### config.mk
export PLATFORM = sky130hd
export DESIGN_NAME = instr_fetch_flat
export DESIGN_NICKNAME = d
export VERILOG_FILES = /design/src/rtl/instr_fetch_if.sv /design/src/rtl/instr_fetch.sv /design/src/flat_wrapper.sv
export SDC_FILE = /design/constraint.sdc
export NUM_CORES = 1
export LEC_CHECK = 0
export CORE_MARGIN = 5
export CORE_UTILIZATION = 44
export CTS_BUF_LIST = sky130_fd_sc_hd__clkbuf_8 sky130_fd_sc_hd__clkbuf_16
export DETAILED_ROUTE_END_ITERATION = 6
export GPL_TIMING_DRIVEN = 0
export PLACE_DENSITY = 0.78
export SLEW_MARGIN = 20
export SYNTH_ARGS = -nofsm -noshare
export SYNTH_HDL_FRONTEND = slang
export SYNTH_SLANG_ARGS = --single-unit
### constraint.sdc
create_clock -name clock -period 2.15 [get_ports clock]
set_input_delay 0.43 -clock clock [delete_from_list [all_inputs] [get_ports clock]]
set_output_delay 0.43 -clock clock [all_outputs]
set_load 0.02 [all_outputs]
### src/rtl/instr_fetch_if.sv
// Instruction-memory request channel between the IF stage and instruction memory.
// The master (IF stage) drives the request and address; the slave (memory)
// returns the instruction word and its valid strobe.
interface instr_fetch_if;
  logic        imemReq;
  logic [31:0] imemAddr;
  logic [31:0] imemRdata;
  logic        imemValid;

  modport master (
    output imemReq,
    output imemAddr,
    input  imemRdata,
    input  imemValid
  );

  modport slave (
    input  imemReq,
    input  imemAddr,
    output imemRdata,
    output imemValid
  );
endinterface

### src/rtl/instr_fetch.sv
// IF stage of the pipelined MIPS. Holds the PC, fetches over a req/valid
// handshake and fills the IF/ID register (ifbus = {instruction, pcPlus4}).
// Redirects (branch / jr) from decode, decode stalls and memory wait states
// are handled by a 3-state FSM:
//   S_REQ  : request outstanding at PC
//   S_HOLD : data returned while decode stalled, word parked in a hold buffer
//   S_DROP : redirect arrived mid-request; wait for the stale word, discard it
// Optional performance counters are enabled with `define IF_PERF_CNT_EN.
module instr_fetch #(
  parameter logic [31:0] RESET_PC  = 32'h0000_0000,
  parameter logic [31:0] NOP_INSTR = 32'h0000_0000
) (
  input  logic                clock,
  input  logic                reset,
  input  logic [1:0]          pcSrcId,
  input  logic [31:0]         pcBranchId,
  input  logic [31:0]         jumpAddress,
  input  logic                stallD,
  instr_fetch_if.master       imem,
  output logic [63:0]         ifbus,
  output logic [31:0]         fetchCount,
  output logic [31:0]         bubbleCount
);

  typedef enum logic [1:0] {
    S_REQ  = 2'd0,
    S_HOLD = 2'd1,
    S_DROP = 2'd2
  } state_t;

  localparam logic [63:0] BUBBLE = {NOP_INSTR, 32'h0000_0000};

  state_t      r_state, w_state_nxt;
  logic [31:0] r_pc, w_pc_nxt;
  logic [63:0] r_ifbus, w_ifbus_nxt;
  logic [31:0] r_hold, w_hold_nxt;
  logic [31:0] r_drop_target, w_drop_target_nxt;

  logic [31:0] w_pc_plus4;
  logic [31:0] w_target;
  logic        w_redirect;
  logic        w_load_instr;
  logic        w_load_bubble;

  assign w_pc_plus4 = r_pc + 32'd4;
  assign w_target   = pcSrcId[1] ? jumpAddress : pcBranchId;
  assign w_redirect = (pcSrcId != 2'b00) && !stallD;

  // Memory-side outputs: request dropped while parked in S_HOLD or in reset.
  always_comb begin
    imem.imemReq  = !reset && (r_state != S_HOLD);
    imem.imemAddr = r_pc;
  end

  assign ifbus = r_ifbus;

  // Next-state, PC and IF/ID selection in the documented priority order.
  always_comb begin
    w_state_nxt       = r_state;
    w_pc_nxt          = r_pc;
    w_ifbus_nxt       = r_ifbus;
    w_hold_nxt        = r_hold;
    w_drop_target_nxt = r_drop_target;
    w_load_instr      = 1'b0;
    w_load_bubble     = 1'b0;

    unique case (r_state)
      S_REQ: begin
        if (w_redirect && imem.imemValid) begin
          w_pc_nxt      = w_target;
          w_ifbus_nxt   = BUBBLE;
          w_load_bubble = 1'b1;
        end else if (w_redirect) begin
          w_drop_target_nxt = w_target;
          w_ifbus_nxt       = BUBBLE;
          w_load_bubble     = 1'b1;
          w_state_nxt       = S_DROP;
        end else if (imem.imemValid && !stallD) begin
          w_ifbus_nxt  = {imem.imemRdata, w_pc_plus4};
          w_pc_nxt     = w_pc_plus4;
          w_load_instr = 1'b1;
        end else if (imem.imemValid) begin
          w_hold_nxt  = imem.imemRdata;
          w_state_nxt = S_HOLD;
        end else if (!stallD) begin
          w_ifbus_nxt   = BUBBLE;
          w_load_bubble = 1'b1;
        end
      end

      S_HOLD: begin
        if (w_redirect) begin
          w_pc_nxt      = w_target;
          w_ifbus_nxt   = BUBBLE;
          w_load_bubble = 1'b1;
          w_state_nxt   = S_REQ;
        end else if (!stallD) begin
          w_ifbus_nxt  = {r_hold, w_pc_plus4};
          w_pc_nxt     = w_pc_plus4;
          w_load_instr = 1'b1;
          w_state_nxt  = S_REQ;
        end
      end

      S_DROP: begin
        // PC must stay at the stale address until its word returns.
        if (imem.imemValid) begin
          w_pc_nxt    = r_drop_target;
          w_state_nxt = S_REQ;
        end
        if (!stallD) begin
          w_ifbus_nxt   = BUBBLE;
          w_load_bubble = 1'b1;
        end
      end

      default: begin
        w_state_nxt = S_REQ;
      end
    endcase
  end

  // State, PC, IF/ID, hold buffer and drop target registers.
  always_ff @(posedge clock) begin
    if (reset) begin
      r_state       <= S_REQ;
      r_pc          <= RESET_PC;
      r_ifbus       <= '0;
      r_hold        <= '0;
      r_drop_target <= '0;
    end else begin
      r_state       <= w_state_nxt;
      r_pc          <= w_pc_nxt;
      r_ifbus       <= w_ifbus_nxt;
      r_hold        <= w_hold_nxt;
      r_drop_target <= w_drop_target_nxt;
    end
  end

`ifdef IF_PERF_CNT_EN
  logic [31:0] r_fetch_count;
  logic [31:0] r_bubble_count;

  // Count real instructions and bubbles written into IF/ID.
  always_ff @(posedge clock) begin
    if (reset) begin
      r_fetch_count  <= '0;
      r_bubble_count <= '0;
    end else begin
      if (w_load_instr)  r_fetch_count  <= r_fetch_count + 32'd1;
      if (w_load_bubble) r_bubble_count <= r_bubble_count + 32'd1;
    end
  end

  assign fetchCount  = r_fetch_count;
  assign bubbleCount = r_bubble_count;
`else
  logic w_unused_perf;
  assign w_unused_perf = w_load_instr ^ w_load_bubble;
  assign fetchCount    = '0;
  assign bubbleCount   = '0;
`endif

endmodule

### src/flat_wrapper.sv
// flat-port wrapper written by rule: the top's interface ports become plain ports
module instr_fetch_flat 
#(
  parameter logic [31:0] RESET_PC  = 32'h0000_0000,
  parameter logic [31:0] NOP_INSTR = 32'h0000_0000
)
  (clock, reset, pcSrcId, pcBranchId, jumpAddress, stallD, ifbus, fetchCount, bubbleCount, imem_imemReq, imem_imemAddr, imem_imemRdata, imem_imemValid);
  instr_fetch_if imem_i ();
  input  logic clock;
  input  logic reset;
  input  logic [1:0] pcSrcId;
  input  logic [31:0] pcBranchId;
  input  logic [31:0] jumpAddress;
  input  logic stallD;
  output logic [63:0] ifbus;
  output logic [31:0] fetchCount;
  output logic [31:0] bubbleCount;
  output wire logic [$bits(imem_i.imemReq)-1:0] imem_imemReq;
  output wire logic [$bits(imem_i.imemAddr)-1:0] imem_imemAddr;
  input wire logic [$bits(imem_i.imemRdata)-1:0] imem_imemRdata;
  input wire logic [$bits(imem_i.imemValid)-1:0] imem_imemValid;
  assign imem_imemReq = imem_i.imemReq;
  assign imem_imemAddr = imem_i.imemAddr;
  assign imem_i.imemRdata = imem_imemRdata;
  assign imem_i.imemValid = imem_imemValid;
  instr_fetch #(.RESET_PC(RESET_PC), .NOP_INSTR(NOP_INSTR)) u_core (.clock(clock), .reset(reset), .pcSrcId(pcSrcId), .pcBranchId(pcBranchId), .jumpAddress(jumpAddress), .stallD(stallD), .imem(imem_i), .ifbus(ifbus), .fetchCount(fetchCount), .bubbleCount(bubbleCount));
endmodule
==> results.txt <==
----------------------------------------------------
[Timing]
  Worst slew margin relative to its limit ... 0.4263
  Number of pins with negative max-slew slack in the final report ... 0
  Final-report setup violation count ... 1
  Final clock period utilization by the worst path ... 1.010
  Setup clock skew after layout ... 7.430 ps
  RSZ-0062 raised after global routing ... true
  Minimum setup slack in the final design ... -20.96 ps
  Highest clock rate ... 0.4606 GHz
  Final critical path time including I/O delays and setup ... 2171 ps
  Actual slew at the worst max-slew pin ... 860.6 ps
  Count of endpoints failing hold in the final timing report ... 0

[Critical path]
  Critical path start-end classification ... reg -> reg
  Sequence of cells on the critical path ... nand4_1 > nor3_4 > nand4_1 > buf_4 > o31ai_1 > a211oi_2
  Family with the most delay on the worst path ... simple AND/OR/NAND/NOR gates
  Crit. path cell count ... 6
  Standard cell with the maximum stage delay on the critical path ... sky130_fd_sc_hd__dfxtp_1
  Arrival time worst endpoint ... 2480 ps
  Depth of the most critical reg-to-reg path ... 6
  Data required time at the worst endpoint ... 2460 ps
  CP max stage delay ... 480 ps
  Worst Setup Start Kind ... register
  Crit path capture type ... register
  Total buffers and inverters traversed by the critical path ... 1
  Maximum fanout encountered on the critical timing path ... 5
  Most common cell on crit path ... sky130_fd_sc_hd__nand4_1

[Detailed routing]
  Average via count per standard cell ... 5.917
  Post-detailed-routing wire length ... 37200 um
  DRC Markers ... 0
  Wire length per cell ... 20.85 um
  Count of nets left with antenna violations after detail routing ... 0
  Number of vias after detailed routing ... 10560
  First-pass iteration count of the detailed router ... 7
  Number of DRC violations after detailed-routing iteration 0 ... 1143

[Placement]
  Port Buffers ... 195
  Pre-CTS setup slack ... -841.2 ps
  Post-detailed-placement half-perimeter wirelength ... 27470 um
  Final weighted congestion of routability-driven global placement ... 0.9929
  # placed instances ... 1725

[Floorplan]
  Die Ht ... 155.0 um
  Die area ... 24040 um2
  Die width ... 155.0 um
  Ports placed on the boundary ... 263
  Initial standard-cell utilization of the core ... 0.4431
  Core Area ... 20890 um2
  Placement row count ... 53

[Global route]
  Remaining global-route overflow ... 0
  Global-route wire length before repair ... 55180 um
  Via count of the first global-routing pass ... 9588
  Overall global routing resource usage ... 0.2912
  Pin count of the biggest net entering global routing ... 20
  Antenna violations before repair ... 1

[Synth]
  Syn_area_per_cell ... 7.765 um2
  Number of distinct standard cells referenced by the synthesized netlist ... 71
  Cells after Synth ... 1192
  Prevailing post-synth register cell ... sky130_fd_sc_hd__dfxtp_1
  Flops & latches, synth ... 162
  Synthesis Warnings ... 0
  Proportion of synthesized chip area in sequential cells ... 0.3504
  Number of synthesized flops with an enable pin ... 0
  Post-synthesis cell area ... 9256 um2
  Async set or reset register ratio after synthesis ... 0

[Hold path]
  Worst hold-check path type ... reg -> reg
  Min-Delay Path Depth ... 2

[Clock network]
  Skew-Pair Late Insertion Delay ... 440 ps
  CTS tree ... built
  Clock edge transition at the registers on the reported setup and hold paths ... 70 ps
  CTS Root Cell ... sky130_fd_sc_hd__clkbuf_16
  Number of hold buffers added after CTS ... 0
  H-Tree Level Count ... 4
  Clock buffer depth ... 2
  Inserted Clock Buffers ... 17
  Clk sink count ... 162

[Job]
  MaxCap Viol Count ... 0

[Status]
  Violated checks ... setup timing
  Status ... finished with violations

[Finish]
  Area growth from synthesis to final layout ... 41.67%
  Count of nets after finishing ... 1603
  Share of post-route cells with drive strength above 1 ... 0.1763
  N_diodes ... 0
  Final cell count without fillers ... 1784

[Power and ir drop]
  Static leakage ... 5.085 nW
  VDD IR max ... 575.6 uV
  Total power divided by cell area ... 683.6 nW/um2
  Total power ... 8.965 mW

----------------------------------------------------
## layer usage
metal  global-route usage  routed length (um)  up-vias
met4               0.1131                1350        2
met5                    0                  20        -
met3              0.07900                4427      116
li1                     -                   -     4800
met1               0.3847               14500     4933
met2               0.4541               16900      705
## worst min-delay path, stage by stage (launching register included)
cell and delay, ps:
sky130_fd_sc_hd__dfxtp_1 310, sky130_fd_sc_hd__nand2_1 50, sky130_fd_sc_hd__a21oi_1 50
## through the flow
step / hold WS (ps) / utilization / TNS, ps / area (um2)
final: 458.0 / 0.6278 / -20.96 / 13110
after global placement: 442.1 / 0.5644 / -86290 / 11790
after detailed placement: 446.7 / 0.5644 / -89860 / 11790
after global routing: 468.2 / 0.6278 / -184.6 / 13110
after CTS: 457.7 / 0.6070 / -25.40 / 12680
after floorplan: 436.6 / - / 0 / 9493
## state kept, by name, indices dropped and copies added (netlist names)
| name | count |
|---|---|
| u_core.ifbus | 64 |
| u_core.imem.imemAddr | 32 |
| u_core.r_drop_target | 32 |
| u_core.r_hold | 32 |
| u_core.r_state | 2 |
## logic make-up after synthesis
logic type,after synthesis,share of synthesized area
buffers and inverters,178,0.1023
flip-flops,162,0.3504
other,1,0.0004051
AO/OA/AOI/OAI,387,0.2826
multiplexers,28,0.03082
adder cells (fa/ha/maj),5,0.006759
XOR/XNOR,27,0.02636
AND/OR/NAND/NOR,404,0.2003
## power breakdown
part	switching (mW)	total [mW]	internal, mW
Combinational	1.45	2.46	1.01
Clock	1.54	3.12	1.58
Sequential	0.208	3.38	3.17
Total	3.20	8.96	5.77
## synth_stat cells (4+ instances only)
master | n | area, um2
sky130_fd_sc_hd__and4_1 | 4 | 35.03
sky130_fd_sc_hd__xor2_1 | 7 | 61.31
sky130_fd_sc_hd__nor4_1 | 4 | 25.02
sky130_fd_sc_hd__nand3_1 | 27 | 135.1
sky130_fd_sc_hd__a211oi_1 | 34 | 255.2
sky130_fd_sc_hd__dfxtp_1 | 162 | 3243
sky130_fd_sc_hd__a41oi_1 | 4 | 35.03
sky130_fd_sc_hd__nor3_1 | 13 | 65.06
sky130_fd_sc_hd__buf_4 | 65 | 488.0
sky130_fd_sc_hd__a21o_1 | 8 | 60.06
sky130_fd_sc_hd__inv_1 | 15 | 56.30
sky130_fd_sc_hd__a22o_1 | 4 | 35.03
sky130_fd_sc_hd__a21oi_1 | 114 | 570.6
sky130_fd_sc_hd__a311oi_1 | 5 | 43.79
sky130_fd_sc_hd__clkbuf_1 | 69 | 259.0
sky130_fd_sc_hd__o221ai_1 | 4 | 35.03
sky130_fd_sc_hd__nand2_1 | 137 | 514.2
sky130_fd_sc_hd__nor2b_1 | 4 | 25.02
sky130_fd_sc_hd__mux2i_1 | 24 | 240.2
sky130_fd_sc_hd__a221oi_1 | 7 | 61.31
sky130_fd_sc_hd__and3_1 | 44 | 275.3
sky130_fd_sc_hd__o21a_1 | 7 | 52.55
sky130_fd_sc_hd__nor2_1 | 133 | 499.2
sky130_fd_sc_hd__o211ai_1 | 10 | 75.07
sky130_fd_sc_hd__a22oi_1 | 73 | 548.0
sky130_fd_sc_hd__xnor2_1 | 19 | 166.4
sky130_fd_sc_hd__buf_2 | 22 | 110.1
sky130_fd_sc_hd__nand4_1 | 10 | 62.56
sky130_fd_sc_hd__o2bb2ai_1 | 32 | 280.3
sky130_fd_sc_hd__buf_1 | 6 | 22.52
sky130_fd_sc_hd__ha_1 | 5 | 62.56
sky130_fd_sc_hd__a31oi_1 | 14 | 87.58
sky130_fd_sc_hd__o21ai_0 | 40 | 200.2
sky130_fd_sc_hd__and2_1 | 5 | 31.28
## final timing paths
path,to,start,slack [ps]
setup reg to reg,u_core.imem.imemAddr[29]$_SDFFE_PP0P_,u_core.imem.imemAddr[14]$_SDFFE_PP0P_,-20
hold / removal,u_core.r_hold[28]$_SDFFE_PP0P_,u_core.r_hold[28]$_SDFFE_PP0P_,460
setup / recovery,u_core.imem.imemAddr[29]$_SDFFE_PP0P_,u_core.imem.imemAddr[14]$_SDFFE_PP0P_,-20
hold reg to reg,u_core.r_hold[28]$_SDFFE_PP0P_,u_core.r_hold[28]$_SDFFE_PP0P_,460
## cell type report
| cell class | count | area (um2) |
|---|---|---|
| Inverter | 15 | 60.06 |
| Sequential cell | 162 | 3266 |
| Clock inverter | 15 | 186.4 |
| Timing Repair Buffer | 223 | 2183 |
| Fill cell | 1849 | 7775 |
| Tap cell | 275 | 344.1 |
| Multi-Input combinational cell | 915 | 5567 |
| Clock buffer | 17 | 425.4 |
| Buffer | 162 | 1082 |
## what timing repair did
item	in CTS	in global routing
cloned	0	1
endpoints found under the setup margin	111	128
endpoints found under the hold margin	0	0
pin swaps	8	14
gates resized for setup	87	119
buffers inserted	10	17
## cells in the final DEF (no fill, tap or decap), types with 8 or more instances in the layout
| master | count |
|---|---|
| sky130_fd_sc_hd__and3_1 | 44 |
| sky130_fd_sc_hd__clkdlybuf4s50_1 | 193 |
| sky130_fd_sc_hd__buf_6 | 11 |
| sky130_fd_sc_hd__clkbuf_1 | 30 |
| sky130_fd_sc_hd__nand2_1 | 129 |
| sky130_fd_sc_hd__o2bb2ai_1 | 32 |
| sky130_fd_sc_hd__o21ai_0 | 38 |
| sky130_fd_sc_hd__inv_1 | 13 |
| sky130_fd_sc_hd__clkbuf_16 | 18 |
| sky130_fd_sc_hd__conb_1 | 64 |
| sky130_fd_sc_hd__a31oi_1 | 12 |
| sky130_fd_sc_hd__a21oi_1 | 113 |
| sky130_fd_sc_hd__o211ai_1 | 10 |
| sky130_fd_sc_hd__dfxtp_1 | 148 |
| sky130_fd_sc_hd__mux2i_1 | 22 |
| sky130_fd_sc_hd__buf_2 | 14 |
| sky130_fd_sc_hd__buf_4 | 100 |
| sky130_fd_sc_hd__nand4_1 | 10 |
| sky130_fd_sc_hd__dfxtp_2 | 12 |
| sky130_fd_sc_hd__a21o_1 | 8 |
| sky130_fd_sc_hd__a211oi_1 | 32 |
| sky130_fd_sc_hd__xnor2_1 | 18 |
| sky130_fd_sc_hd__nand3_1 | 25 |
| sky130_fd_sc_hd__nor2_1 | 126 |
| sky130_fd_sc_hd__clkbuf_2 | 23 |
| sky130_fd_sc_hd__a22oi_1 | 73 |
| sky130_fd_sc_hd__nor3_1 | 12 |
(Power assumes the default switching activity.)
